File: config.mk
export PLATFORM = sky130hd
export DESIGN_NAME = scratchpad_backdoor_arb_flat
export DESIGN_NICKNAME = d
export VERILOG_FILES = /design/src/rtl/scratchpad_backdoor_arb_if.sv /design/src/rtl/scratchpad_backdoor_arb.sv /design/src/flat_wrapper.sv
export SDC_FILE = /design/constraint.sdc
export NUM_CORES = 1
export LEC_CHECK = 0
export CAP_MARGIN = 20
export CELL_PAD_IN_SITES_DETAIL_PLACEMENT = 1
export CELL_PAD_IN_SITES_GLOBAL_PLACEMENT = 2
export CORE_AREA = 2 2 261 263
export CTS_BUF_LIST = sky130_fd_sc_hd__clkbuf_4 sky130_fd_sc_hd__clkbuf_8
export DETAILED_ROUTE_END_ITERATION = 7
export DIE_AREA = 0 0 263 265
export PLACE_DENSITY_LB_ADDON = 0.1
export SLEW_MARGIN = 20
export SYNTH_ARGS = -nofsm -noshare
export SYNTH_HDL_FRONTEND = slang
export SYNTH_SLANG_ARGS = --single-unit
File: constraint.sdc
create_clock -name clk -period 5.4 [get_ports clk]
set_input_delay 1.08 -clock clk [delete_from_list [all_inputs] [get_ports clk]]
set_output_delay 1.08 -clock clk [all_outputs]
set_load 0.01 [all_outputs]
File: src/rtl/scratchpad_backdoor_arb_if.sv
// Bundle of requester, response and scratchpad backdoor signals for the arbiter.
// slave is the arbiter's view; master is the requester/memory side.
interface scratchpad_backdoor_arb_if #(
    parameter int NUM_REQ = 4,
    parameter int ADDR_W  = 32
);
    localparam int IDW = (NUM_REQ > 1) ? $clog2(NUM_REQ) : 1;

    logic [NUM_REQ-1:0]        req_valid;
    logic [NUM_REQ-1:0]        req_ready;
    logic [NUM_REQ-1:0]        req_write;
    logic [NUM_REQ*ADDR_W-1:0] req_addr;
    logic [NUM_REQ*64-1:0]     req_wdata;
    logic [NUM_REQ*8-1:0]      req_mask;

    logic                      rsp_valid;
    logic [IDW-1:0]            rsp_id;
    logic                      rsp_write;
    logic                      rsp_err;
    logic [63:0]               rsp_rdata;

    logic                      mem_hold;
    logic                      mem_req;
    logic                      mem_write;
    logic [ADDR_W-1:0]         mem_addr;
    logic [63:0]               mem_wdata;
    logic [7:0]                mem_mask;
    logic [63:0]               mem_rdata;

    modport slave (
        input  req_valid, req_write, req_addr, req_wdata, req_mask, mem_hold, mem_rdata,
        output req_ready, rsp_valid, rsp_id, rsp_write, rsp_err, rsp_rdata,
        output mem_req, mem_write, mem_addr, mem_wdata, mem_mask
    );

    modport master (
        output req_valid, req_write, req_addr, req_wdata, req_mask, mem_hold, mem_rdata,
        input  req_ready, rsp_valid, rsp_id, rsp_write, rsp_err, rsp_rdata,
        input  mem_req, mem_write, mem_addr, mem_wdata, mem_mask
    );
endinterface

File: src/rtl/scratchpad_backdoor_arb.sv
// Round-robin arbiter serialising 64-bit backdoor requests onto the scratchpad's
// single access port, one transaction in flight, registered-read timing.
module scratchpad_backdoor_arb #(
    parameter int          NUM_REQ   = 4,
    parameter int          ADDR_W    = 32,
    parameter int          DATA_W    = 64,
    parameter logic [31:0] MEM_BYTES = 32'h0001_0000
) (
    input logic                     clk,
    input logic                     rst_n,
    scratchpad_backdoor_arb_if.slave bus
);
    localparam int IDW = (NUM_REQ > 1) ? $clog2(NUM_REQ) : 1;
    localparam logic [ADDR_W-1:0] MAX_ADDR = ADDR_W'(MEM_BYTES - 32'd8);

    typedef enum logic [1:0] {IDLE, ISSUE, RDWAIT, RESP} state_e;

    state_e              state_q, state_d;
    logic [IDW-1:0]      rr_ptr_q, rr_ptr_d;
    logic [IDW-1:0]      id_q, id_d;
    logic                wr_q, wr_d;
    logic                err_q, err_d;
    logic [ADDR_W-1:0]   addr_q, addr_d;
    logic [DATA_W-1:0]   wdata_q, wdata_d;
    logic [DATA_W-1:0]   rdata_q, rdata_d;
    logic [7:0]          mask_q, mask_d;

    logic [NUM_REQ-1:0]  grant;
    logic [IDW-1:0]      gidx;
    logic [IDW-1:0]      cand;
    logic                gany;
    logic                open;
    logic                accept;
    logic [ADDR_W-1:0]   sel_addr;
    logic                sel_err;

    // Search starts just past the last winner so every waiting requester gets a turn.
    always_comb begin
        gany = 1'b0;
        gidx = '0;
        cand = '0;
        for (int k = 1; k <= NUM_REQ; k++) begin
            cand = IDW'((int'(rr_ptr_q) + k) % NUM_REQ);
            if (!gany && bus.req_valid[cand]) begin
                gany = 1'b1;
                gidx = cand;
            end
        end
        grant = gany ? (NUM_REQ'(1) << gidx) : '0;
    end

    assign open          = (state_q == IDLE) && !bus.mem_hold && rst_n;
    assign accept        = open && gany;
    assign bus.req_ready = open ? grant : '0;

    assign sel_addr = bus.req_addr[gidx*ADDR_W +: ADDR_W];
    assign sel_err  = (sel_addr[2:0] != 3'b000) || (sel_addr > MAX_ADDR);

    always_comb begin
        state_d  = state_q;
        rr_ptr_d = rr_ptr_q;
        id_d     = id_q;
        wr_d     = wr_q;
        err_d    = err_q;
        addr_d   = addr_q;
        wdata_d  = wdata_q;
        rdata_d  = rdata_q;
        mask_d   = mask_q;
        case (state_q)
            IDLE: begin
                if (accept) begin
                    rr_ptr_d = gidx;
                    id_d     = gidx;
                    wr_d     = bus.req_write[gidx];
                    addr_d   = sel_addr;
                    wdata_d  = bus.req_wdata[gidx*64 +: 64];
                    mask_d   = bus.req_mask[gidx*8 +: 8];
                    err_d    = sel_err;
                    rdata_d  = '0;
                    state_d  = sel_err ? RESP : ISSUE;
                end
            end
            ISSUE: begin
                if (!bus.mem_hold) state_d = wr_q ? RESP : RDWAIT;
            end
            RDWAIT: begin
                rdata_d = bus.mem_rdata;
                state_d = RESP;
            end
            RESP: state_d = IDLE;
            default: state_d = IDLE;
        endcase
    end

    always_ff @(posedge clk or negedge rst_n) begin
        if (!rst_n) begin
            state_q  <= IDLE;
            rr_ptr_q <= IDW'(NUM_REQ - 1);
            id_q     <= '0;
            wr_q     <= 1'b0;
            err_q    <= 1'b0;
            addr_q   <= '0;
            wdata_q  <= '0;
            rdata_q  <= '0;
            mask_q   <= '0;
        end else begin
            state_q  <= state_d;
            rr_ptr_q <= rr_ptr_d;
            id_q     <= id_d;
            wr_q     <= wr_d;
            err_q    <= err_d;
            addr_q   <= addr_d;
            wdata_q  <= wdata_d;
            rdata_q  <= rdata_d;
            mask_q   <= mask_d;
        end
    end

    // Data lines stay at zero unless the strobe is up, so the memory never sees stale addresses.
    assign bus.mem_req   = (state_q == ISSUE) && !bus.mem_hold;
    assign bus.mem_write = bus.mem_req && wr_q;
    assign bus.mem_addr  = bus.mem_req ? addr_q  : '0;
    assign bus.mem_wdata = bus.mem_req ? wdata_q : '0;
    assign bus.mem_mask  = bus.mem_req ? mask_q  : '0;

    assign bus.rsp_valid = (state_q == RESP);
    assign bus.rsp_id    = bus.rsp_valid ? id_q    : '0;
    assign bus.rsp_write = bus.rsp_valid && wr_q;
    assign bus.rsp_err   = bus.rsp_valid && err_q;
    assign bus.rsp_rdata = bus.rsp_valid ? rdata_q : '0;
endmodule

File: src/flat_wrapper.sv
// flat-port wrapper written by rule: the top's interface ports become plain ports
module scratchpad_backdoor_arb_flat 
#(
    parameter int          NUM_REQ   = 4,
    parameter int          ADDR_W    = 32,
    parameter int          DATA_W    = 64,
    parameter logic [31:0] MEM_BYTES = 32'h0001_0000
)
  (clk, rst_n, bus_req_valid, bus_req_write, bus_req_addr, bus_req_wdata, bus_req_mask, bus_mem_hold, bus_mem_rdata, bus_req_ready, bus_rsp_valid, bus_rsp_id, bus_rsp_write, bus_rsp_err, bus_rsp_rdata, bus_mem_req, bus_mem_write, bus_mem_addr, bus_mem_wdata, bus_mem_mask);
  scratchpad_backdoor_arb_if #(.NUM_REQ(NUM_REQ), .ADDR_W(ADDR_W)) bus_i ();
  input logic clk;
  input logic rst_n;
  input wire logic [$bits(bus_i.req_valid)-1:0] bus_req_valid;
  input wire logic [$bits(bus_i.req_write)-1:0] bus_req_write;
  input wire logic [$bits(bus_i.req_addr)-1:0] bus_req_addr;
  input wire logic [$bits(bus_i.req_wdata)-1:0] bus_req_wdata;
  input wire logic [$bits(bus_i.req_mask)-1:0] bus_req_mask;
  input wire logic [$bits(bus_i.mem_hold)-1:0] bus_mem_hold;
  input wire logic [$bits(bus_i.mem_rdata)-1:0] bus_mem_rdata;
  output wire logic [$bits(bus_i.req_ready)-1:0] bus_req_ready;
  output wire logic [$bits(bus_i.rsp_valid)-1:0] bus_rsp_valid;
  output wire logic [$bits(bus_i.rsp_id)-1:0] bus_rsp_id;
  output wire logic [$bits(bus_i.rsp_write)-1:0] bus_rsp_write;
  output wire logic [$bits(bus_i.rsp_err)-1:0] bus_rsp_err;
  output wire logic [$bits(bus_i.rsp_rdata)-1:0] bus_rsp_rdata;
  output wire logic [$bits(bus_i.mem_req)-1:0] bus_mem_req;
  output wire logic [$bits(bus_i.mem_write)-1:0] bus_mem_write;
  output wire logic [$bits(bus_i.mem_addr)-1:0] bus_mem_addr;
  output wire logic [$bits(bus_i.mem_wdata)-1:0] bus_mem_wdata;
  output wire logic [$bits(bus_i.mem_mask)-1:0] bus_mem_mask;
  assign bus_i.req_valid = bus_req_valid;
  assign bus_i.req_write = bus_req_write;
  assign bus_i.req_addr = bus_req_addr;
  assign bus_i.req_wdata = bus_req_wdata;
  assign bus_i.req_mask = bus_req_mask;
  assign bus_i.mem_hold = bus_mem_hold;
  assign bus_i.mem_rdata = bus_mem_rdata;
  assign bus_req_ready = bus_i.req_ready;
  assign bus_rsp_valid = bus_i.rsp_valid;
  assign bus_rsp_id = bus_i.rsp_id;
  assign bus_rsp_write = bus_i.rsp_write;
  assign bus_rsp_err = bus_i.rsp_err;
  assign bus_rsp_rdata = bus_i.rsp_rdata;
  assign bus_mem_req = bus_i.mem_req;
  assign bus_mem_write = bus_i.mem_write;
  assign bus_mem_addr = bus_i.mem_addr;
  assign bus_mem_wdata = bus_i.mem_wdata;
  assign bus_mem_mask = bus_i.mem_mask;
  scratchpad_backdoor_arb #(.NUM_REQ(NUM_REQ), .ADDR_W(ADDR_W), .DATA_W(DATA_W), .MEM_BYTES(MEM_BYTES)) u_core (.clk(clk), .rst_n(rst_n), .bus(bus_i));
endmodule
==> flow_summary.yaml <==
route:
  via_per_inst: 4.293
  wl_per_cell_um: 22.49
  dr.pass1.iters: 5
  drc_errors: 0
  drt_iter0_drc: 475
  vias: 12840
  ant_nets: 0
  drt_wl_total_um: 67260
sta:
  finalHoldViolations: 0
  slew_viol_final: 0
  rsz0062_at_grt: "no"
  fmax_mhz: 220.6
  max_slew_margin_pct: 31.12
  setup-tns-final_ps: 0
  fin_crit_sh_pct: 83.94
  skew_ps: 21.61
  finalSetupViolations: 0
  period_needed_ps: 4533
  tightest_slew_ps: 1033
die:
  die_w_um: 263
  initial_core_util_pct: 16.43
  rows: 95
  ios: 670
  die_area_mm2: 0.06970
  core_area_mm2: 0.06680
  die_height_um: 265
global_routing:
  grt_max_degree: 118
  overflow: 0
  antenna_found_initial: 21
  grt_pass1_wl_um: 97440
  grt_pass1_vias: 13850
  track_usage_pct: 19.01
cts:
  cts_tree: "yes"
  postCtsHoldBufs: 0
  clkTransAtPathRegs_ps: 120
  h-tree-depth: 4
  clk_latency_ps: 580
  cts_buffers: 17
  cts_sinks: 176
  cts_resized: 0
  clock_path_buffers: 2
  root_buffer: "clkbuf_8"
  cts_setup_buffers: 0
synthesis:
  synth-edff-count: 0
  yosys.area_share.simple_pct: 41.85
  synth_fa_ha_area_share_pct: 0.5699
  ys_ff_latch: 176
  synth_top_area_share_pct: 39.66
  synth_fp_nets: 2008
  synth_top_family_by_area: "simple AND/OR/NAND/NOR gates"
  ys_warn_count: 0
  synth_compound_area_share_pct: 11.14
  ys.flop_type: "dfrtp_1"
  seq_area_frac_synth_pct: 40.14
  synth.distinct_cells: 36
  syn_inst: 1512
  syn_area_mm2: 0.01098
  synth_top_area_cell: "dfrtp_1"
  synthMuxAreaShare_pct: 0.8548
  avgSynthCellArea_um2: 7.261
  async_flop_share_pct: 100.0
  yosys.area_share.xor_xnor_pct: 0
  synthTopCellsByArea: "dfrtp_1, nand2_1, nand3_1"
setup_path:
  r2r-end: "u_core.rdata_q[26]"
  slowest_delay_ps: 580
  path_common_cell: "clkdlybuf4s50_1"
  start_kind: "input port"
  path_cells: "clkdlybuf4s50_1, nor2_1, o21ai_2, and3_4, nor3_1, clkdlybuf4s50_1"
  reg2regPathDepth: 9
  crit_path_end_kind: "output pin"
  worstSetupEndpoint: "bus_req_ready[1]"
  r2r_slack_ps: 1750
  cp.required_ps: 4320
  cpMaxStageDelayCell: "clkdlybuf4s50_1"
  cp-startpoint: "bus_req_valid[2]"
  worstSetupPathType: "input port to output pin"
  arrival_ps: 3450
  crit_fanout: 18
  r2r-start: "u_core.state_q[0]"
power_and_ir_drop:
  power_density_mw_per_mm2: 415.5
  report.power.total_mw: 7.905
  peakVddDrop_v: 0.0003784
  p_leak_nw: 8.170
layout:
  final_core_util_pct: 28.48
  multi_input_area_mm2: 0.006070
  fill_cells: 7904
  drive_above_1_share_pct: 3.463
  final_cell_mix: "clkdlybuf4s50_1, nand2_1, nand3_1, dfrtp_1, and2_1"
  final_common_cell: "clkdlybuf4s50_1"
  fin_cells: 2991
  regArea_mm2: 0.004407
  nNetsFinal: 2591
  syn_to_final_growth_pct: 73.31
min_path:
  min_path_type: "input port to asynchronous set/reset pin"
placement:
  portBuffers: 669
  gp_congestion: 0.8103
  dp_hpwl_um: 49670
  dp.cells: 2949
status:
  status: "finished clean"
flow_run:
  max_cap_violations: 0
-- how the worst min path moves through the flow --
| stage | start | end | slack [ps] | cells after the start |
|---|---|---|---|---|
| floorplan | u_core.addr_q[11] | u_core.addr_q[11] | 440 | 2 |
| global placement | u_core.mask_q[2] | u_core.mask_q[2] | 450 | 2 |
| detailed placement | u_core.mask_q[1] | u_core.mask_q[1] | 450 | 2 |
| CTS | rst_n | u_core.rdata_q[62] | 240 | 1 |
| global route | rst_n | u_core.rdata_q[62] | 250 | 1 |
| finish | rst_n | u_core.rdata_q[62] | 310 | 1 |
-- registers in the layout, indices dropped and copies added, names as in the netlist --
signal	cells
u_core.wdata_q	64
u_core.addr_q	32
u_core.err_q	1
u_core.mask_q	8
u_core.state_q	2
u_core.wr_q	1
u_core.rdata_q	64
u_core.id_q	2
u_core.rr_ptr_q	2
-- layer usage --
metal | global-route usage, % | vias to the layer above | part of all wire, % | routed length, µm
met4 | 4.494 | 18 | 1.2 | 834
met1 | 22.03 | 6263 | 41 | 27250
met5 | 0 | - | 0.18 | 120
li1 | - | 6172 | - | -
met3 | 5.341 | 57 | 5.5 | 3709
met2 | 34.45 | 331 | 53 | 35340
-- report_power, final --
part / switching [mW] / internal, mW / total, mW
logic: 2.59 / 1.93 / 4.53
registers: 0.347 / 1.93 / 2.28
clock network: 0.724 / 0.376 / 1.10
total: 3.67 / 4.24 / 7.91
-- layout make-up --
class | instances | area share (%)
inverter | 19 | 0.3749
sequential | 176 | 23.16
clock buffer | 17 | 1.230
timing repair buffer | 690 | 36.31
antenna | 10 | 0.1315
clock inverter | 15 | 1.151
tap | 873 | 5.741
multi-input combinational | 1191 | 31.90
-- synth_stat cells, types with 2 or more instances --
| cell type | n |
|---|---|
| buf_6 | 3 |
| nor2_1 | 9 |
| and2_1 | 173 |
| nor3_1 | 2 |
| nand2b_1 | 2 |
| inv_1 | 19 |
| a211oi_1 | 18 |
| buf_1 | 19 |
| o22ai_1 | 5 |
| a31oi_1 | 17 |
| nand2_1 | 559 |
| a21oi_1 | 20 |
| dfrtp_1 | 174 |
| nor2b_1 | 3 |
| a21o_1 | 2 |
| nand3_1 | 260 |
| mux2i_1 | 6 |
| o21ai_0 | 13 |
| buf_2 | 22 |
| mux2_2 | 3 |
| o21ai_2 | 2 |
| nand4_1 | 2 |
| clkbuf_1 | 81 |
| ha_1 | 5 |
| a22oi_1 | 2 |
| and3_1 | 2 |
| o31ai_1 | 8 |
| a22o_1 | 72 |
| dfstp_2 | 2 |
-- logic make-up (layout without fill, tap and decap cells) --
group / count (synthesis) / after routing
simple gates: 1013 / 1013
flops: 176 / 176
compound gates: 164 / 164
buf+inv: 145 / 741
mux: 9 / 9
fa+ha+maj: 5 / 5
other cells: 0 / 10
-- critical path, delay by kind of cell --
| family | cells | cell delay, ps |
|---|---|---|
| AOI/OAI and AO/OA | 1 | 360 |
| buffers and inverters | 2 | 1030 |
| and+or+nand+nor | 3 | 960 |
-- through the flow --
step | area [µm²] | setup slack (ps) | hold slack, ps
after floorplan | 10980 | 1605 | 437.6
after global placement | 18540 | 945.5 | 451.3
final | 19030 | 867.2 | 307.1
after global routing | 19020 | 727.3 | 251.9
after CTS | 19000 | 863.1 | 239.7
after detailed placement | 18550 | 868.5 | 454.4
Power figures use the tool's default switching activity.
